`config.mk`:
```
export PLATFORM = sky130hd
export DESIGN_NAME = switch_debouncer
export DESIGN_NICKNAME = d
export VERILOG_FILES = /design/src/rtl/switch_debouncer.sv
export SDC_FILE = /design/constraint.sdc
export NUM_CORES = 1
export LEC_CHECK = 0
export ABC_AREA = 0
export CAP_MARGIN = 40
export CORE_ASPECT_RATIO = 1.2
export CORE_MARGIN = 2
export CORE_UTILIZATION = 35
export DETAILED_ROUTE_END_ITERATION = 7
export GPL_ROUTABILITY_DRIVEN = 1
export PLACE_DENSITY_LB_ADDON = 0.05
export SLEW_MARGIN = 10
export SYNTH_ARGS = -nofsm -noshare
export SYNTH_HDL_FRONTEND = slang
export SYNTH_SLANG_ARGS = --single-unit
export TNS_END_PERCENT = 20
```
`constraint.sdc`:
```
create_clock -name clk -period 2 [get_ports clk]
set_input_delay 0.3 -clock clk [delete_from_list [all_inputs] [get_ports clk]]
set_output_delay 0.3 -clock clk [all_outputs]
set_load 0.05 [all_outputs]
```
`src/rtl/switch_debouncer.sv`:
```
// Purpose: 2-flop synchroniser plus per-bit stability-counter debouncer for slide switches, with rise/fall/change pulses.
// Latency: a new stable level first sampled on edge 1 reaches sw_db (and the pulses) on edge STABLE_CYCLES+2.
// Backpressure: none; free-running, the outputs are registered levels and single-cycle pulses.
module switch_debouncer #(
  parameter int WIDTH         = 8,
  parameter int STABLE_CYCLES = 50000,
  parameter int CNT_W         = 16
) (
  input  logic             clk,
  input  logic             rst_n,
  input  logic [WIDTH-1:0] switch,
  output logic [WIDTH-1:0] sw_db,
  output logic [WIDTH-1:0] sw_rise,
  output logic [WIDTH-1:0] sw_fall,
  output logic             sw_change
);

  // Terminal count: the bit flips on the edge where its counter already holds this value.
  localparam logic [CNT_W-1:0] CNT_MAX = CNT_W'(STABLE_CYCLES - 1);

  // Reject illegal builds at elaboration rather than producing a silently wrapping counter.
  if (STABLE_CYCLES < 1 || STABLE_CYCLES > 65535) begin : g_bad_stable
    $error("switch_debouncer: STABLE_CYCLES out of range 1..65535");
  end
  if ((64'd1 << CNT_W) <= 64'(STABLE_CYCLES - 1)) begin : g_bad_cnt_w
    $error("switch_debouncer: CNT_W too narrow for STABLE_CYCLES-1");
  end

  logic [WIDTH-1:0] s1_q;
  logic [WIDTH-1:0] s2_q;
  logic [CNT_W-1:0] cnt_q [WIDTH];
  logic [CNT_W-1:0] cnt_d [WIDTH];
  logic [WIDTH-1:0] db_q;
  logic [WIDTH-1:0] db_d;
  logic [WIDTH-1:0] rise_q;
  logic [WIDTH-1:0] rise_d;
  logic [WIDTH-1:0] fall_q;
  logic [WIDTH-1:0] fall_d;
  logic             change_q;
  logic             change_d;

  // Per-bit stability counting: any cycle back at the debounced level restarts the count.
  always_comb begin
    cnt_d    = cnt_q;
    db_d     = db_q;
    rise_d   = '0;
    fall_d   = '0;
    change_d = 1'b0;
    for (int i = 0; i < WIDTH; i++) begin
      if (s2_q[i] == db_q[i]) begin
        cnt_d[i] = '0;
      end else if (cnt_q[i] == CNT_MAX) begin
        db_d[i]   = s2_q[i];
        cnt_d[i]  = '0;
        rise_d[i] = s2_q[i];
        fall_d[i] = ~s2_q[i];
      end else begin
        cnt_d[i] = cnt_q[i] + 1'b1;
      end
    end
    change_d = |(rise_d | fall_d);
  end

  // Synchroniser, counters, debounced level and pulse registers; synchronous active-low reset discards all of it.
  always_ff @(posedge clk) begin
    if (!rst_n) begin
      s1_q     <= '0;
      s2_q     <= '0;
      db_q     <= '0;
      rise_q   <= '0;
      fall_q   <= '0;
      change_q <= 1'b0;
      for (int i = 0; i < WIDTH; i++) begin
        cnt_q[i] <= '0;
      end
    end else begin
      s1_q     <= switch;
      s2_q     <= s1_q;
      db_q     <= db_d;
      rise_q   <= rise_d;
      fall_q   <= fall_d;
      change_q <= change_d;
      for (int i = 0; i < WIDTH; i++) begin
        cnt_q[i] <= cnt_d[i];
      end
    end
  end

  assign sw_db     = db_q;
  assign sw_rise   = rise_q;
  assign sw_fall   = fall_q;
  assign sw_change = change_q;

endmodule

```
==> results of run 1 <==
## final timing paths
kind / startpoint / endpoint / slack [ps] / cells after the start
hold reg to reg: s1_q[4] / s2_q[4] / 430 / 1
hold / removal: s1_q[4] / s2_q[4] / 430 / 1
setup / recovery: sw_db[0] / sw_db[0] / 90 / 1
setup reg to reg: cnt_q[103] / cnt_q[108] / 190 / 4
## power by group
group | internal (mW) | leakage (nW) | switching, mW
combinational | 0.0394 | 1.05 | 0.0454
sequential | 3.39 | 1.36 | 0.0142
clock | 2.08 | 0.305 | 1.27
## cell type report
cell class                 instances  area, um2  area share, %
inverter                          18       67.6          0.815
timing repair buffer              53        472           5.69
clock buffer                      22        484           5.84
sequential                       169       3380           40.8
multi-input combinational        546       3430           41.4
clock inverter                     9        120           1.45
tap                              261        327           3.94
## placed cells by master (no fill, tap or decap), drive strengths merged, types with 2 or more instances in the layout
| cell type | Yosys | layout |
|---|---|---|
| dfxtp | 169 | 169 |
| nor3 | 14 | 14 |
| mux2i | 7 | 7 |
| and4b | 3 | 3 |
| nor4 | 22 | 22 |
| nand4b | 2 | 2 |
| clkinv | 1 | 7 |
| or4b | 4 | 4 |
| or3 | 13 | 13 |
| or2 | 5 | 5 |
| and4 | 8 | 8 |
| xnor2 | 68 | 68 |
| nor4b | 4 | 4 |
| o21ai | 14 | 14 |
| nand4 | 35 | 35 |
| xor2 | 38 | 38 |
| nand3 | 44 | 44 |
| bufinv | 0 | 3 |
| clkdlybuf4s50 | 0 | 26 |
| nand2 | 34 | 34 |
| o22ai | 2 | 2 |
| nor3b | 14 | 14 |
| buf | 7 | 23 |
| ha | 8 | 8 |
| clkbuf | 12 | 22 |
| and3b | 2 | 2 |
| nand3b | 4 | 4 |
| dlygate4sd2 | 0 | 3 |
| nor2b | 2 | 2 |
| a21oi | 15 | 15 |
| nor2 | 134 | 134 |
| or4 | 3 | 3 |
| and3 | 16 | 16 |
| nor4bb | 8 | 8 |
| and2 | 18 | 18 |
| inv | 17 | 17 |
## sequential cells by signal (all words and copies together), names as in the netlist
| name | cells |
|---|---|
| cnt_q | 128 |
| s1_q | 8 |
| s2_q | 8 |
| sw_change | 1 |
| sw_db | 8 |
| sw_fall | 8 |
| sw_rise | 8 |
## cell families (layout without fill, tap and decap cells)
kind of cell	count (synthesis)	after routing	synth area share [%]
AND/OR/NAND/NOR	389	389	30.5
buffers and inverters	37	102	2.38
adder cells (fa/ha/maj)	8	8	1.43
flip-flops	169	169	48.4
XOR/XNOR	106	106	13.3
multiplexers	7	7	1.00
AO/OA/AOI/OAI	36	36	2.90
## routing by layer
layer,up-vias,track usage (%)
met1,2424,16.6
met3,18,3.54
met4,0,5.28
li1,2713,-
met2,56,23.8
met5,-,0
## per-stage QoR
stage | hold slack [ps] | power [mW]
4_1_cts | 432 | 6.94
5_1_grt | 450 | 7.09
6_report | 431 | 6.83
3_5_place_dp | 418 | 3.56
3_3_place_gp | 415 | 3.56
2_1_floorplan | 411 | 3.52
## what timing repair did
action                                 in CTS  in global routing
pin swaps                                   0                  0
gates resized for setup                     3                  1
endpoints found under the hold margin       0                  0
setup endpoints to repair                   3                  1
==> flow_metrics.tcl, run 1 <==
set metrics [dict create \
    fin_cells 1078 \
    critPathTopFamily "buffers and inverters" \
    timing.final.hold_violations 0 \
    path_buf_inv 1 \
    worstMarginPinSlew_ps 539 \
    diodes 0 \
    fin_crit_ps 1910 \
    synth_cell_type_count 45 \
    grt_max_degree 25 \
    setup_violations 0 \
    async_flop_share_pct 0 \
    synth.avg_cell_area_um2 9.29 \
    netlist_instances 752 \
    wl_met2_mm 6.68 \
    fin_skew_ps 7.00 \
    layout-drive-gt1-share_pct 8.08 \
    cp-end-kind "output pin" \
    start_util_pct 35.7 \
    seq_area_frac_synth_pct 48.4 \
    run_status "complete, no violations" \
    top_layer_used "met4" \
    gp_congestion 0.779 \
    grt_pass1_wl_mm 24.2 \
    drtPass1Iterations 4 \
    antenna_found_initial 0 \
    ios 35 \
    slew_viol_final 0 \
    rows 56 \
    cts_root_buf "clkbuf_16" \
    dpl.cell_count 1047 \
    max-vdd-ir-drop_v 0.000578 \
    yosysMostFrequentCell "dfxtp_1" \
    grt_overflow 0 \
    ys.flop_type "dfxtp_1" \
    cts_buffers 17 \
    drt_iter0_markers 228 \
    wire_per_inst_um 12.8 \
    cp.required_ps 1700 \
    drcViolationCount 0 \
    cp_max_fo 2 \
    final_util_pct 42.4 \
    htree_levels 4 \
    fin_tns_setup_ps 0 \
    chipHeight_um 159 \
    yosys-top-cells-area "dfxtp_1 (48%), xnor2_1 (8.5%), nor2_1 (7.2%)" \
    clk_latency_ps 420 \
    post-cts-setup-buffers 0 \
    max_freq_mhz 523 \
    power_density_mw_per_mm2 824 \
    rsz0062_at_grt "no" \
    min_path_type "flop to flop" \
    drv_cap 0 \
    portBuffers 34 \
    vias_per_cell 4.83 \
    wl_met1_mm 6.40 \
    cts_buffer_depth 2 \
    placed_cell_area_mm2 0.00768 \
    setup_slack_ps 89.8 \
    crit_slowest_cell "clkdlybuf4s50_1" \
    die_area_mm2 0.0211 \
    post-route-cell-area_mm2 0.00829 \
    holdBufCountCts 0 \
    grtUsageTotal_pct 13.9 \
    path_cells "clkdlybuf4s50_1" \
    nets 823 \
    synth_fp_nets 770 \
    ant_nets 0 \
    met3_length_um 404 \
    coreArea_mm2 0.0195 \
    die_w_um 133 \
    netlist_area_mm2 0.00698 \
    finalCritPeriodShare_pct 95.5 \
    synth_warnings 0 \
    vias 5211 \
    grt_pass1_vias 5209 \
    yosys.area.top_type "dfxtp_1" \
    synth_seq_cells 169 \
    cts_tree "done" \
    fill_cells 1911 \
    crit_type "flop to output pin" \
    start_kind "flop" \
    synth_edf_count 0 \
    area_growth_pct 18.7 \
    wl_mm 13.8 \
    max-slew-margin-rel_pct 64.0 \
    clkSinkCount 169 \
    hpwl_mm 10.0 \
    clk_pin_slew_ps 60 \
    synth_top_cells_by_count "dfxtp_1 (169), nor2_1 (134), xnor2_1 (68)" \
    worst_ep_arrival_time_ps 1610 \
    p_leak_nw 2.72 \
    slowest_delay_ps 830 \
    place_ws_ps 161 \
    synth_top_area_share_pct 48.4 \
]
(Power assumes the default switching activity.)
==> run 2, diff against run 1 <==
--- a/config.mk
+++ b/config.mk
@@ -12,7 +12,6 @@
 export CORE_UTILIZATION = 35
 export DETAILED_ROUTE_END_ITERATION = 7
 export GPL_ROUTABILITY_DRIVEN = 1
-export PLACE_DENSITY_LB_ADDON = 0.05
 export SLEW_MARGIN = 10
 export SYNTH_ARGS = -nofsm -noshare
 export SYNTH_HDL_FRONTEND = slang
==> run 2 against run 1 <==
  * Setup slack improved by 4.9 ps
  * Clock-buffer cell count shrank 4
  * Global-route usage fell by 0.99 points
  * Via count down 1.8%
  * Clock power decreased by 1%
  * First-iteration DRC count decreased by 22%
  * Highest routed layer unchanged
  * Utilization decreased by 0.18 points
  * Combinational power shrank 1%
  * Wire length down 6.2%
  * Power is 0.79% lower
  * Clock skew is 1.9 ps higher
  * Critical path depth is the same
  * Critical endpoint is now sw_fall[5]
==> flow_metrics.tcl, run 2 (synthesized netlist as in run 1, its figures left out) <==
set metrics [dict create \
    cp_max_fo 1 \
    fill_cells 1954 \
    final_cell_mix "dfxtp_1 (169), nor2_1 (134), xnor2_1 (68)" \
    power_density_mw_per_mm2 821 \
    worstMarginPinSlew_ps 521 \
    diodes 0 \
    min_path_type "flop to flop" \
    largest_reg_flops 128 \
    ios 35 \
    largest-register "cnt_q" \
    clk_pin_slew_ps 70 \
    drv_cap 0 \
    drtPass1Iterations 5 \
    layout_commonest_cell "dfxtp_1" \
    worst-r2r-cell-count 4 \
    grt_pass1_wl_mm 22.5 \
    run_status "complete, no violations" \
    start_kind "flop" \
    timing.final.hold_violations 0 \
    grt_overflow 0 \
    vias_per_cell 4.77 \
    gp_congestion 0.769 \
    final_util_pct 42.2 \
    crit_type "flop to output pin" \
    chipHeight_um 159 \
    cts_root_buf "clkbuf_16" \
    post-cts-setup-buffers 0 \
    htree_levels 4 \
    p_int_mw 5.30 \
    cp-end-kind "output pin" \
    wire_per_inst_um 12.0 \
    p_switching_mw 1.48 \
    critPathTopFamily "buffers and inverters" \
    grt_max_degree 25 \
    finalCritPeriodShare_pct 95.3 \
    switching_share_pct 21.8 \
    rows 56 \
    antenna_found_initial 0 \
    coreArea_mm2 0.0195 \
    path_buf_inv 1 \
    clk_latency_ps 420 \
    vias 5119 \
    cts_buffer_depth 2 \
    drt_iter0_markers 178 \
    worst_ep_arrival_time_ps 1610 \
    hold_depth 1 \
    fin_skew_ps 8.91 \
    slowest_delay_ps 820 \
    max-slew-margin-rel_pct 65.4 \
    fin_cells 1074 \
    pwr-share-clk_pct 48.6 \
    cts_tree "done" \
    path_depth 1 \
    clkSinkCount 169 \
    p_leak_nw 2.73 \
    max_freq_mhz 525 \
    seqPwrFrac_pct 50.1 \
    layout-drive-gt1-share_pct 7.26 \
    post-route-cell-area_mm2 0.00825 \
    register_area_mm2 0.00338 \
    cp.required_ps 1700 \
    setup_violations 0 \
    area_growth_pct 18.2 \
    fin_tns_setup_ps 0 \
    ant_nets 0 \
    grtUsageTotal_pct 12.9 \
    slew_viol_final 0 \
    drcViolationCount 0 \
    combinationalPowerShare_pct 1.2 \
    nets 818 \
    hpwl_mm 9.03 \
    path_cells "clkdlybuf4s50_1" \
    rsz0062_at_grt "no" \
    die_w_um 133 \
    start_util_pct 35.7 \
    dpl.cell_count 1042 \
    crit_slowest_cell "clkdlybuf4s50_1" \
    max-vdd-ir-drop_v 0.000628 \
    placed_cell_area_mm2 0.00765 \
    portBuffers 34 \
    fin_crit_ps 1910 \
    die_area_mm2 0.0211 \
    wl_mm 12.9 \
    multiInputGateArea_mm2 0.00343 \
    grt_pass1_vias 4881 \
    cts_buffers 17 \
]
==> run 2: layout make-up <==
type / instances / share of cell area (%)
multi-input cells: 546 / 41.6
flip-flops and latches: 169 / 41.0
repair buffers: 48 / 5.43
clock buffers: 18 / 5.20
well taps: 261 / 3.96
clock inverters: 14 / 1.99
inverters: 18 / 0.819
==> run 2: what timing repair did <==
| item | in CTS | in global routing |
|---|---|---|
| gates resized for setup | 4 | 4 |
| setup endpoints to repair | 4 | 4 |
| cloned | 0 | 0 |
| hold buffers | 0 | 0 |
==> run 2: worst paths after layout <==
path | startpoint | slack (ps) | endpoint
setup / recovery | sw_fall[5] | 90 | sw_fall[5]
hold / removal | s1_q[4] | 430 | s2_q[4]
setup reg to reg | cnt_q[123] | 160 | cnt_q[124]
hold reg to reg | s1_q[4] | 430 | s2_q[4]
==> run 2: power by group through the flow <==
stage	registers [mW]	logic, mW	clock network [mW]
final	3.40	0.0836	3.30
after floorplan	3.47	0.0535	0
after detailed placement	3.47	0.0853	0
after CTS	3.40	0.0858	3.40
after global placement	3.47	0.0846	0
after global routing	3.40	0.0943	3.54
==> run 2: worst register-to-register path, stage by stage (launching register included) <==
cell and delay (ps):
dfxtp_1 370, or4b_4 570, nor4_4 410, nand3b_4 320, nor2_1 70
==> run 2: metal layers <==
| layer | share of wire [%] | track usage [%] |
|---|---|---|
| met5 | 0 | 0 |
| met4 | 1.6 | 5.43 |
| met3 | 2.8 | 2.97 |
| met2 | 47 | 21.4 |
| met1 | 48 | 16.0 |
==> run 2: through the flow <==
stage	power (mW)	hold slack (ps)	setup WS [ps]
2_1_floorplan	3.52	411	204
3_3_place_gp	3.56	420	188
3_5_place_dp	3.56	418	151
4_1_cts	6.89	430	1.19
5_1_grt	7.03	441	13.2
6_report	6.78	434	94.6
